### src/rtl/frame_update_scheduler.sv
// frame_update_scheduler: hands the vertical-blanking update window to NREQ game-logic engines
// round-robin, then pulses commit so the renderer latches new state tear-free.
// Latency: ARB->gnt 1 clk, release->gnt low 1 clk; the engines hold off (level req) until granted.
// Ports: clk/reset (sync, active-high); p_tick/x/y from vga_sync; req/done per engine;
//        gnt (one-hot), commit, frame_start, frame_cnt, render_en, overrun.
// Option: SKIP_COMMIT_ON_OVERRUN_EN suppresses the commit pulse in a frame that had an overrun.
module frame_update_scheduler #(
  parameter int NREQ          = 4,
  parameter int V_DISPLAY     = 480,
  parameter int V_MAX         = 524,
  parameter int DEADLINE_LINE = 520,
  parameter int GRANT_TIMEOUT = 4096
) (
  input  logic            clk,
  input  logic            reset,
  input  logic            p_tick,
  input  logic [9:0]      x,
  input  logic [9:0]      y,
  input  logic [NREQ-1:0] req,
  input  logic [NREQ-1:0] done,
  output logic [NREQ-1:0] gnt,
  output logic            commit,
  output logic            frame_start,
  output logic [15:0]     frame_cnt,
  output logic            render_en,
  output logic            overrun
);
  localparam int IW = (NREQ > 1) ? $clog2(NREQ) : 1;
  localparam int TW = (GRANT_TIMEOUT > 1) ? $clog2(GRANT_TIMEOUT) : 1;
  localparam logic [9:0] Y_VDISP = 10'(V_DISPLAY);
  localparam logic [9:0] Y_VMAX  = 10'(V_MAX);
  localparam logic [9:0] Y_DL    = 10'(DEADLINE_LINE);
  localparam logic [TW-1:0] T_LAST = TW'(GRANT_TIMEOUT - 1);

  typedef enum logic [2:0] {S_ACTIVE, S_ARB, S_GRANT, S_COMMIT, S_WAIT} state_t;

  state_t          r_state, w_state_nxt;
  logic [9:0]      r_y_q;
  logic [NREQ-1:0] r_served, w_served_nxt;
  logic [IW-1:0]   r_rr_ptr, w_rr_ptr_nxt;
  logic [IW-1:0]   r_idx, w_idx_nxt;
  logic [TW-1:0]   r_timer, w_timer_nxt;
  logic [NREQ-1:0] r_gnt, w_gnt_nxt;
  logic            r_commit, w_commit_nxt;
  logic            r_frame_start, w_frame_start_nxt;
  logic [15:0]     r_frame_cnt, w_frame_cnt_nxt;
  logic            r_render_en;
  logic            r_overrun, w_overrun_nxt;
`ifdef SKIP_COMMIT_ON_OVERRUN_EN
  logic            r_ovr_seen, w_ovr_seen_nxt;
`endif

  logic            w_vblank_rise, w_wrap;
  logic            w_rel_soft, w_rel_to, w_rel_dl;
  logic [NREQ-1:0] w_pend, w_rot;
  logic [2*NREQ-1:0] w_dbl;
  logic            w_pick_vld;
  logic [IW-1:0]   w_off, w_pick_idx;
  logic            w_unused_vga;

  // The scheduler works on line granularity only; pixel position is not needed.
  assign w_unused_vga = ^{p_tick, x};

  assign w_vblank_rise = (y == Y_VDISP) && (r_y_q == Y_VDISP - 10'd1);
  assign w_wrap        = (y == 10'd0) && (r_y_q == Y_VMAX);

  // done on a non-granted index never reaches here: only the held index is looked at.
  assign w_rel_soft = done[r_idx] || !req[r_idx];
  assign w_rel_to   = (r_timer == T_LAST);
  assign w_rel_dl   = (y == Y_DL);

  // Round-robin pick: rotate pending so rr_ptr sits at bit 0, take the lowest set bit,
  // then rotate the offset back.
  always_comb begin
    w_pend     = req & ~r_served;
    w_dbl      = {w_pend, w_pend} >> r_rr_ptr;
    w_rot      = w_dbl[NREQ-1:0];
    w_pick_vld = 1'b0;
    w_off      = '0;
    for (int k = NREQ - 1; k >= 0; k--) begin
      if (w_rot[k]) begin
        w_pick_vld = 1'b1;
        w_off      = IW'(k);
      end
    end
    w_pick_idx = IW'((int'(r_rr_ptr) + int'(w_off)) % NREQ);
  end

  always_comb begin
    w_state_nxt       = r_state;
    w_served_nxt      = r_served;
    w_rr_ptr_nxt      = r_rr_ptr;
    w_idx_nxt         = r_idx;
    w_timer_nxt       = r_timer;
    w_gnt_nxt         = r_gnt;
    w_commit_nxt      = 1'b0;
    w_frame_start_nxt = 1'b0;
    w_frame_cnt_nxt   = r_frame_cnt;
    w_overrun_nxt     = 1'b0;
`ifdef SKIP_COMMIT_ON_OVERRUN_EN
    w_ovr_seen_nxt    = r_ovr_seen;
`endif
    case (r_state)
      S_ACTIVE: begin
        if (w_vblank_rise) begin
          w_served_nxt = '0;
          w_state_nxt  = S_ARB;
`ifdef SKIP_COMMIT_ON_OVERRUN_EN
          w_ovr_seen_nxt = 1'b0;
`endif
        end
      end
      S_ARB: begin
        if ((y >= Y_DL) || !w_pick_vld) begin
          w_state_nxt = S_COMMIT;
        end else begin
          w_gnt_nxt   = NREQ'(1) << w_pick_idx;
          w_idx_nxt   = w_pick_idx;
          w_timer_nxt = '0;
          w_state_nxt = S_GRANT;
        end
      end
      S_GRANT: begin
        if (w_rel_soft || w_rel_to || w_rel_dl) begin
          w_gnt_nxt           = '0;
          w_served_nxt[r_idx] = 1'b1;
          w_rr_ptr_nxt        = IW'((int'(r_idx) + 1) % NREQ);
          // Deadline always ends the window, even if the engine finished that same cycle.
          w_state_nxt         = w_rel_dl ? S_COMMIT : S_ARB;
          w_overrun_nxt       = !w_rel_soft;
        end else begin
          w_timer_nxt = r_timer + TW'(1);
        end
      end
      S_COMMIT: begin
`ifdef SKIP_COMMIT_ON_OVERRUN_EN
        w_commit_nxt = ~r_ovr_seen;
`else
        w_commit_nxt = 1'b1;
`endif
        w_state_nxt = S_WAIT;
      end
      S_WAIT: begin
      end
      default: w_state_nxt = S_WAIT;
    endcase
`ifdef SKIP_COMMIT_ON_OVERRUN_EN
    if (w_overrun_nxt) w_ovr_seen_nxt = 1'b1;
`endif
    // Frame wrap resynchronises the FSM from any state (covers a lost vblank).
    if (w_wrap) begin
      w_state_nxt       = S_ACTIVE;
      w_gnt_nxt         = '0;
      w_frame_start_nxt = 1'b1;
      w_frame_cnt_nxt   = r_frame_cnt + 16'd1;
    end
  end

  always_ff @(posedge clk) begin
    if (reset) begin
      r_state       <= S_WAIT;
      r_y_q         <= '0;
      r_served      <= '0;
      r_rr_ptr      <= '0;
      r_idx         <= '0;
      r_timer       <= '0;
      r_gnt         <= '0;
      r_commit      <= 1'b0;
      r_frame_start <= 1'b0;
      r_frame_cnt   <= '0;
      r_render_en   <= 1'b0;
      r_overrun     <= 1'b0;
`ifdef SKIP_COMMIT_ON_OVERRUN_EN
      r_ovr_seen    <= 1'b0;
`endif
    end else begin
      r_state       <= w_state_nxt;
      r_y_q         <= y;
      r_served      <= w_served_nxt;
      r_rr_ptr      <= w_rr_ptr_nxt;
      r_idx         <= w_idx_nxt;
      r_timer       <= w_timer_nxt;
      r_gnt         <= w_gnt_nxt;
      r_commit      <= w_commit_nxt;
      r_frame_start <= w_frame_start_nxt;
      r_frame_cnt   <= w_frame_cnt_nxt;
      r_render_en   <= (y < Y_VDISP);
      r_overrun     <= w_overrun_nxt;
`ifdef SKIP_COMMIT_ON_OVERRUN_EN
      r_ovr_seen    <= w_ovr_seen_nxt;
`endif
    end
  end

  assign gnt         = r_gnt;
  assign commit      = r_commit;
  assign frame_start = r_frame_start;
  assign frame_cnt   = r_frame_cnt;
  assign render_en   = r_render_en;
  assign overrun     = r_overrun;
endmodule
### config.mk
export PLATFORM = sky130hd
export DESIGN_NAME = frame_update_scheduler
export DESIGN_NICKNAME = d
export VERILOG_FILES = /design/src/rtl/frame_update_scheduler.sv
export SDC_FILE = /design/constraint.sdc
export NUM_CORES = 1
export LEC_CHECK = 0
export ABC_AREA = 0
export BUFFER_PORTS_ARGS = -buffer_cell sky130_fd_sc_hd__buf_2
export CAP_MARGIN = 10
export CORE_MARGIN = 10
export CORE_UTILIZATION = 49
export DETAILED_ROUTE_END_ITERATION = 10
export PLACE_DENSITY = 0.84
export SLEW_MARGIN = 20
export SYNTH_ARGS = -nofsm -noshare
export SYNTH_HDL_FRONTEND = slang
export SYNTH_SLANG_ARGS = --single-unit
export TNS_END_PERCENT = 20
### constraint.sdc
create_clock -name clk -period 2.3 [get_ports clk]
set_input_delay 0.46 -clock clk [delete_from_list [all_inputs] [get_ports clk]]
set_output_delay 0.46 -clock clk [all_outputs]
set_load 0.03 [all_outputs]
==> impl_metrics.toml <==
[setup_path]
startpoint_type = "flop"
cp_max_fo = 9
crit_type = "flop to flop"
arrival_ns = 2.37
endpoint_kind = "flop"
required_ns = 2.52

[cells_and_area]
fillCellCount = 439
nNetsFinal = 394
n_antenna_cell = 0
syn_to_final_growth_pct = 24.51
utilization_pct = 63.87
seqCellArea_um2 = 1141
multi_input_area_um2 = 1481
drive_above_1_share_pct = 25.76

[synthesis]
ys.flop_type = "dfxtp_1"
async_flop_share_pct = 0
syn_area_per_cell_um2 = 9.239
synth_cell_type_count = 48
synth-warning-count = 0
synth_edf_count = 0
syn_nets = 327
ys_ff_latch = 57
syn_area_um2 = 2670
ys_seq_area_share_pct = 42.74
synth_cells = 289

[cts]
clk_path_buf_depth = 2
cts_tree = "yes"
cts-root-buf = "clkbuf_8"
clock-sinks = 57
clkTransAtPathRegs_ns = 0.07
cts_made_buffers = 9
insertion_delay_ns = 0.34
postCtsHoldBufs = 0
htree_levels = 3

[power]
power_mw = 2.100
powerDensity_nw_per_um2 = 631.5
p_leak_nw = 1.388
ir_drop_mv = 0.4983

[routing]
viasPerCell = 5.378
drc = 0
first_pass_iters = 4
routed_wl_um = 6053
drtIter0Drc = 110
ant_nets = 0
num_vias = 2318
wl_per_cell_um = 14.04

[sta]
finalCritPeriodShare_pct = 93.22
finalClockSkew_ns = 0.01127
period_needed_ns = 2.144
max_freq_mhz = 466.4
rsz0062_at_grt = "false"
relSlewSlack_pct = 45.40
tightest_slew_ns = 0.8190
final-setup-viol-count = 0
hold_viol_final = 0
fin_ws_ns = 0.1559
drv_slew = 0

[placed_design]
portBuffers = 43
pre_cts_ws_ns = -0.2109
hpwl_um = 4416
routabilityCongestion = 0.9027

[global_routing]
grt_overflow = 0
grt_pass1_vias = 2340
antenna_found_initial = 0
grt_pass1_wl_um = 10270
grt_usage_pct = 14.28
grt_max_degree = 47

[floorplanning]
ioPinCount = 55
die_w_um = 93.82
initial_core_util_pct = 51.30
num_rows = 26
coreArea_um2 = 5205
die_h_um = 93.82
die_area_um2 = 8802

[min_path]
hold_path_class = "input pin to flop"

[outcome]
status = "finished clean"

[flow_run]
maxCapViolCount = 0
[sequential cells by signal, indices dropped and copies added (netlist names)]
name	cells
commit	1
r_timer	12
overrun	1
r_served	4
r_y_q	10
r_rr_ptr	2
r_idx	2
frame_cnt	16
render_en	1
r_state	3
frame_start	1
gnt	4
[stage by stage]
step | hold WS (ns) | cell area (µm²) | TNS [ns] | instances
2_1_floorplan | 0.4338 | 2670 | 0 | 289
3_3_place_gp | 0.4439 | 3099 | -3.633 | 415
3_5_place_dp | 0.4516 | 3099 | -4.414 | 415
4_1_cts | 0.3356 | 3314 | 0 | 431
5_1_grt | 0.3523 | 3324 | 0 | 431
6_report | 0.3549 | 3324 | 0 | 431
[layer usage]
| layer | part of all wire (%) | global-route usage (%) |
|---|---|---|
| met1 | 45 | 16.11 |
| met4 | 2.0 | 7.089 |
| met5 | 0 | 0 |
| met2 | 47 | 23.39 |
| met3 | 5.6 | 4.956 |
[power breakdown]
part | internal, mW | switching (mW)
registers | 0.997 | 0.00394
logic | 0.0510 | 0.0610
clock network | 0.586 | 0.400
[cell usage in the layout, fill, tap and decap left out, types with 3 or more instances in the layout]
cell type and n:
buf_4 23, o21ai_0 10, nand2b_1 13, nand2_1 19, and3_1 12, ha_1 7, o31ai_1 3, nor2b_1 17
buf_2 43, nor3_1 6, nor4_1 3, inv_1 3, dfxtp_1 57, clkbuf_8 12, mux2i_1 3, xor2_1 18
xnor2_1 3, a22o_1 5, a21oi_1 10, and4_1 3, nand3_1 7, or3_1 8, nand4_1 11, nor2_1 31
[path summary, 6_finish.rpt]
kind | end | slack, ns | cells after the start | startpoint
setup / recovery | gnt[1] | 0.16 | 6 | r_y_q[1]
setup reg to reg | gnt[1] | 0.16 | 6 | r_y_q[1]
hold / removal | render_en | 0.35 | 2 | y[9]
hold reg to reg | gnt[2] | 0.46 | 1 | gnt[2]
[cell usage after synthesis, types with 5 or more instances]
cell type / n / area share [%]
dfxtp_1: 57 / 43
nor2_1: 31 / 4.4
nand2_1: 19 / 2.7
xor2_1: 18 / 5.9
nor2b_1: 17 / 4.0
and3_1: 13 / 3.0
nand2b_1: 13 / 3.0
nand4_1: 11 / 2.6
a21oi_1: 10 / 1.9
o21ai_0: 10 / 1.9
or3_1: 8 / 1.9
ha_1: 7 / 3.3
nand3_1: 7 / 1.3
clkbuf_1: 6 / 0.84
nor3_1: 6 / 1.1
a22o_1: 5 / 1.6
[kinds of logic (layout without fill, tap and decap cells)]
family	count (synthesis)	after routing	share of synthesized area, %
AOI/OAI and AO/OA	42	42	11.72
xor gates and xnor gates	21	21	6.889
adders and majority gates	7	7	3.280
buffers and inverters	13	85	2.155
DFF	57	57	42.74
muxes	4	4	1.968
and+or+nand+nor	145	145	31.26
[worst max-delay path, cell delays in order (launching register included)]
cell     delay [ns]
dfxtp_1        0.30
or4b_1         0.53
nor4_2         0.30
and3_2         0.31
buf_4          0.20
nor3b_1        0.08
a32o_1         0.31
[area by class of cell]
| class | count | share of cell area, % |
|---|---|---|
| clock inverters | 4 | 1.505 |
| repair buffers | 66 | 11.67 |
| clock buffers | 12 | 4.968 |
| flip-flops and latches | 57 | 34.32 |
| well taps | 70 | 2.635 |
| inverters | 3 | 0.3387 |
| multi-input cells | 219 | 44.56 |
[repair_timing]
action                     4_1_cts  5_1_grt
resized for setup                0        2
setup endpoints to repair        0        8
buffers inserted                 0        0
(Power assumes the default switching activity.)
